File: src/rtl/hazard_pkg.sv
// Shared types and constants for the pipeline hazard controller.
package hazard_pkg;

  localparam int unsigned REG_W = 5;
  localparam int unsigned CNT_W = 4;

  localparam logic [REG_W-1:0] REG_ZERO = '0;

  typedef enum logic [1:0] {
    RUN      = 2'd0,
    LD_STALL = 2'd1,
    MUL_WAIT = 2'd2
  } state_t;

endpackage

File: src/rtl/hazard_ctrl_stall_timer.sv
// Loadable down-counter that times the remaining cycles of a multi-cycle stall.
module stall_timer
  import hazard_pkg::*;
(
  input  logic             clk,
  input  logic             rst,
  input  logic             load,
  input  logic [CNT_W-1:0] loadValue,
  input  logic             dec,
  output logic             zero
);

  logic [CNT_W-1:0] cnt;

  // load wins over dec; the count never wraps below zero
  always_ff @(posedge clk or posedge rst) begin
    if (rst) begin
      cnt <= '0;
    end else if (load) begin
      cnt <= loadValue;
    end else if (dec && (cnt != '0)) begin
      cnt <= cnt - 1'b1;
    end
  end

  assign zero = (cnt == '0);

endmodule

File: src/rtl/hazard_ctrl.sv
// Stall/flush controller for load-use, multi-cycle multiply and taken-branch hazards.
// Optional HAZARD_STALL_CNT_EN adds a saturating stallCount output.
module hazard_ctrl
  import hazard_pkg::*;
#(
  parameter int unsigned MUL_LATENCY       = 4,
  parameter int unsigned LOAD_STALL_CYCLES = 1
) (
  input  logic             clk,
  input  logic             rst,
  input  logic             IDtoEXmemRead,
  input  logic [REG_W-1:0] IDtoEXRt,
  input  logic [REG_W-1:0] Rs,
  input  logic [REG_W-1:0] Rt,
  input  logic             mulStart,
  input  logic             branchTaken,
  output logic             pcWrite,
  output logic             IFtoIDwrite,
  output logic             IDtoEXflush,
  output logic             IFtoIDflush,
  output logic             mulBusy,
  output logic             mulDone
`ifdef HAZARD_STALL_CNT_EN
  ,
  output logic [31:0]      stallCount
`endif
);

  localparam logic [CNT_W-1:0] MUL_LOAD = CNT_W'(MUL_LATENCY - 2);
  localparam logic [CNT_W-1:0] LD_LOAD  = CNT_W'((LOAD_STALL_CYCLES > 1) ? LOAD_STALL_CYCLES - 2 : 0);

  state_t           state, stateNext;
  logic             loadHazard;
  logic             tLoad, tDec, tZero;
  logic [CNT_W-1:0] tLoadValue;

  assign loadHazard = IDtoEXmemRead && (IDtoEXRt != REG_ZERO) &&
                      ((IDtoEXRt == Rs) || (IDtoEXRt == Rt));

  always_ff @(posedge clk or posedge rst) begin
    if (rst) state <= RUN;
    else     state <= stateNext;
  end

  stall_timer uTimer (
    .clk       (clk),
    .rst       (rst),
    .load      (tLoad),
    .loadValue (tLoadValue),
    .dec       (tDec),
    .zero      (tZero)
  );

  // Outputs are Mealy in RUN; rst gates them so an asserted reset looks idle at once
  always_comb begin
    stateNext   = state;
    pcWrite     = 1'b1;
    IFtoIDwrite = 1'b1;
    IDtoEXflush = 1'b0;
    IFtoIDflush = 1'b0;
    mulBusy     = 1'b0;
    mulDone     = 1'b0;
    tLoad       = 1'b0;
    tLoadValue  = '0;
    tDec        = 1'b0;
    if (!rst) begin
      case (state)
        RUN: begin
          if (mulStart) begin
            pcWrite     = 1'b0;
            IFtoIDwrite = 1'b0;
            IDtoEXflush = 1'b1;
            mulBusy     = 1'b1;
            tLoad       = 1'b1;
            tLoadValue  = MUL_LOAD;
            stateNext   = MUL_WAIT;
          end else if (branchTaken) begin
            IFtoIDflush = 1'b1;
          end else if (loadHazard) begin
            pcWrite     = 1'b0;
            IFtoIDwrite = 1'b0;
            IDtoEXflush = 1'b1;
            if (LOAD_STALL_CYCLES > 1) begin
              tLoad      = 1'b1;
              tLoadValue = LD_LOAD;
              stateNext  = LD_STALL;
            end
          end
        end
        LD_STALL: begin
          pcWrite     = 1'b0;
          IFtoIDwrite = 1'b0;
          IDtoEXflush = 1'b1;
          if (tZero) stateNext = RUN;
          else       tDec      = 1'b1;
        end
        MUL_WAIT: begin
          pcWrite     = 1'b0;
          IFtoIDwrite = 1'b0;
          IDtoEXflush = 1'b1;
          mulBusy     = 1'b1;
          if (tZero) begin
            mulDone   = 1'b1;
            stateNext = RUN;
          end else begin
            tDec = 1'b1;
          end
        end
        default: stateNext = RUN;
      endcase
    end
  end

`ifdef HAZARD_STALL_CNT_EN
  always_ff @(posedge clk or posedge rst) begin
    if (rst) begin
      stallCount <= '0;
    end else if (!pcWrite && (stallCount != '1)) begin
      stallCount <= stallCount + 1'b1;
    end
  end
`endif

endmodule

File: config.mk
export PLATFORM = sky130hd
export DESIGN_NAME = hazard_ctrl
export DESIGN_NICKNAME = d
export VERILOG_FILES = /design/src/rtl/hazard_pkg.sv /design/src/rtl/hazard_ctrl_stall_timer.sv /design/src/rtl/hazard_ctrl.sv
export SDC_FILE = /design/constraint.sdc
export NUM_CORES = 1
export LEC_CHECK = 0
export ABC_CLOCK_PERIOD_IN_PS = 3460
export CAP_MARGIN = 0
export CORE_AREA = 3 3 40 42
export DETAILED_ROUTE_END_ITERATION = 8
export DIE_AREA = 0 0 43 45
export HOLD_SLACK_MARGIN = 0.05
export PLACE_DENSITY = 0.86
export SKIP_LAST_GASP = 1
export SYNTH_ARGS = -nofsm -noshare
export SYNTH_HDL_FRONTEND = slang
export SYNTH_HIERARCHICAL = 1
export SYNTH_SLANG_ARGS = --single-unit
File: constraint.sdc
create_clock -name clk -period 3.46 [get_ports clk]
set_input_delay 1.038 -clock clk [delete_from_list [all_inputs] [get_ports clk]]
set_output_delay 1.038 -clock clk [all_outputs]
set_load 0.05 [all_outputs]
==> results of run 1 <==
stage by stage:
stage / utilization [%] / setup slack, ns / setup TNS, ns / std cells / hold slack, ns
6_report: 72.2 / 0.0659 / 0 / 109 / 0.605
4_1_cts: 70.5 / 0.00380 / 0 / 109 / 0.606
3_5_place_dp: 67.9 / -0.0523 / -0.104 / 105 / 0.583
3_3_place_gp: 67.9 / 0.00401 / 0 / 105 / 0.568
5_1_grt: 72.2 / 0.0158 / 0 / 109 / 0.654
2_1_floorplan: - / 0.230 / 0 / 63 / 0.546
state kept, by name (all words and copies together) (netlist names):
signal / flops
uTimer/cnt: 4
state: 1
repair_timing:
action / CTS / global route
endpoints found under the setup margin: 2 / 3
gates resized for setup: 4 / 7
pin swaps: 2 / 8
hold buffers: 0 / 0
kinds of logic (layout without fill, tap and decap cells):
group                    count (synthesis)  count (layout)  synth area share (%)
AO/OA/AOI/OAI                           12              12                  17.8
XOR/XNOR                                10              10                  17.5
adder cells (fa/ha/maj)                  1               1                  2.50
buffers and inverters                    7              38                  6.00
flip-flops                               5               5                  25.0
other                                    1               3                 0.749
AND/OR/NAND/NOR                         25              25                  30.5
final cells by class:
class,count,area (um2)
inverters,5,18.8
fillers,100,357
flip-flops and latches,5,125
repair buffers,29,352
multi-input cells,51,388
clock buffers,4,26.3
well taps,15,18.8
cells in the final DEF (no fill, tap or decap), types with 2 or more instances in the layout:
master           count
dlymetal6s2s_1       6
conb_1               3
dfrtp_1              5
nor2_1               4
o21ai_1              2
clkbuf_4             3
nand3_1              2
nor3b_1              3
dlygate4sd2_1        3
a21oi_1              4
buf_12               6
clkdlybuf4s50_1     10
xnor2_1              9
inv_1                5
nand2_1              6
nor4b_2              2
buf_4                4
nor3_1               2
worst max-delay path: stages:
cell and delay (ns):
clkdlybuf4s50_1 0.48, xnor2_1 0.12, nand3_1 0.10, o22ai_2 0.23
a41o_1 0.25, buf_12 0.14
power by group through the flow:
| stage | Sequential, mW | Combinational [mW] | Clock (mW) |
|---|---|---|---|
| 4_1_cts | 0.117 | 0.309 | 0.0706 |
| 3_5_place_dp | 0.117 | 0.304 | 0 |
| 3_3_place_gp | 0.115 | 0.291 | 0 |
| 5_1_grt | 0.122 | 0.333 | 0.0740 |
| 6_report | 0.118 | 0.307 | 0.0667 |
| 2_1_floorplan | 0.111 | 0.189 | 0 |
worst max path at each step:
stage	start	endpoint
6_report	Rt[1]	IDtoEXflush
5_1_grt	Rt[1]	IDtoEXflush
4_1_cts	IDtoEXRt[2]	IDtoEXflush
3_5_place_dp	IDtoEXRt[2]	pcWrite
3_3_place_gp	IDtoEXRt[0]	pcWrite
2_1_floorplan	Rt[0]	pcWrite
cells in the mapped netlist:
cell type and count:
a21oi_1 4, a221o_1 1, buf_4 1, ha_1 1, o22ai_2 1, nor4b_1 1
a31o_1 1, and3_4 1, and3_1 1, xnor2_1 10, nor4b_2 1, or3b_4 1
a41o_1 1, and4b_1 1, inv_1 5, nor2_1 5, o21ai_1 2, nand2b_1 1
nand2_1 6, o31a_1 1, dfrtp_1 5, conb_1 1, nand3_1 2, a41oi_1 1
nor3_1 2, clkbuf_1 1, nor3b_1 3
per-layer routing:
| layer | global-route usage (%) | up-vias | wire length [um] |
|---|---|---|---|
| li1 | - | 281 | - |
| met5 | 0 | - | 0 |
| met1 | 17.1 | 257 | 610 |
| met4 | 10.8 | 0 | 8 |
| met2 | 31.4 | 25 | 761 |
| met3 | 3.59 | 2 | 111 |
==> results.yml, run 1 <==
hold_path:
  hp-start: "uTimer/cnt[1]"
  whs_path_depth: 2
  hold-path-endpoint: "uTimer/cnt[1]"
  min_path_type: "register to register"
worst_setup_path:
  timing_worst_setup_path_type: "input port to output port"
  r2r-start: "uTimer/cnt[0]"
  cp-end-kind: "output port"
  rr_endpoint: "uTimer/cnt[3]"
  r2r_slack_ns: 1.38
  required_ns: 2.42
  critical_path_arrival_ns: 2.36
  r2r_cells: 9
  startpoint_type: "input port"
  path_max_fanout: 2
finish:
  syn_to_final_growth_pct: 85.5
  drive_gt1_share_pct: 22.3
  num-nets-final: 116
  stdcell_area_um2: 928
  antennaDiodeCount: 0
placement:
  routabilityCongestion: 0.789
  dp_hpwl_um: 1200
  io_buffers: 25
  dpl-instance-area_um2: 872
global_routing:
  grt_start_max_net_pins: 11
  overflow: 0
  grt_pass1_wl_um: 2330
  antenna_found_initial: 0
  grtUsageTotal_pct: 16.9
  grt_pass1_vias: 556
drt:
  final_antenna_net_count: 0
  vias_per_cell: 5.18
  dr.pass1.iters: 2
  wl_per_cell_um: 13.7
  dr_total_vias: 565
  route.detailed.drc: 0
  wl_um: 1490
  drt_iter0_drc: 15
clocking:
  h-tree-depth: 1
  clock_sinks: 5
  clock_path_buffers: 2
  cts_inserted_buffers: 3
  cts_setup_buffers: 0
  clk_latency_ns: 0.24
  cts.clk_slew.worst_paths_ns: 0.04
  clockRootBuffer: "clkbuf_4"
  cts_tree: "yes"
die:
  die_w_um: 43
  std_cell_rows: 13
  coreArea_um2: 1280
  start_util_pct: 38.9
  io_pins: 26
  die_area_um2: 1940
  die_h_um: 45
sta:
  rsz0062_at_grt: "no"
  post-route-period-util_pct: 98.1
  final_max_slew_viol_count: 0
  timing.fmax_ghz: 0.295
  setup_viol: 0
  clock_skew_ns: 0.00200
  hold_violations: 0
  fin_crit_ns: 3.39
power:
  powerDensity_nw_per_um2: 529
  leakage_nw: 0.434
  switching_share_pct: 40.9
  p_int_mw: 0.290
  p_seq_share_pct: 23.9
  ir_drop_mv: 0.361
  power.switching_mw: 0.201
  combPwrFrac_pct: 62.5
  clkPwrFrac_pct: 13.6
  power.total_mw: 0.491
synth:
  yosysWarnings: 6
  synth_area_um2: 500
  synth_cell_types: 27
  syn_avg_cell_area_um2: 8.20
  yosysTopAreaCell: "dfrtp_1"
  ys_seq_elements: 5
  yosysSeqAreaShare_pct: 25.0
  netlist_instances: 61
  synth_top_cells_by_area: "dfrtp_1 (25%), xnor2_1 (18%), nand2_1 (4.5%)"
  synth_top_cell_area_share_pct: 25.0
run_status:
  outcome: "complete, no violations"
run:
  drv_cap: 0
Power figures use the tool's default switching activity.
==> run 2: changes to the inputs <==
--- a/config.mk
+++ b/config.mk
@@ -13,6 +13,7 @@
 export HOLD_SLACK_MARGIN = 0.05
 export PLACE_DENSITY = 0.86
 export SKIP_LAST_GASP = 1
+export SLEW_MARGIN = 5
 export SYNTH_ARGS = -nofsm -noshare
 export SYNTH_HDL_FRONTEND = slang
 export SYNTH_HIERARCHICAL = 1
==> results of run 2 <==
Final layout, timing and power as in run 1 (identical DEF).
==> run 3: changes to the inputs <==
--- a/config.mk
+++ b/config.mk
@@ -8,6 +8,7 @@
 export ABC_CLOCK_PERIOD_IN_PS = 3460
 export CAP_MARGIN = 0
 export CORE_AREA = 3 3 40 42
+export CTS_CLUSTER_DIAMETER = 120
 export DETAILED_ROUTE_END_ITERATION = 8
 export DIE_AREA = 0 0 43 45
 export HOLD_SLACK_MARGIN = 0.05
==> results of run 3 <==
Final layout, timing and power as in run 1 (identical DEF).
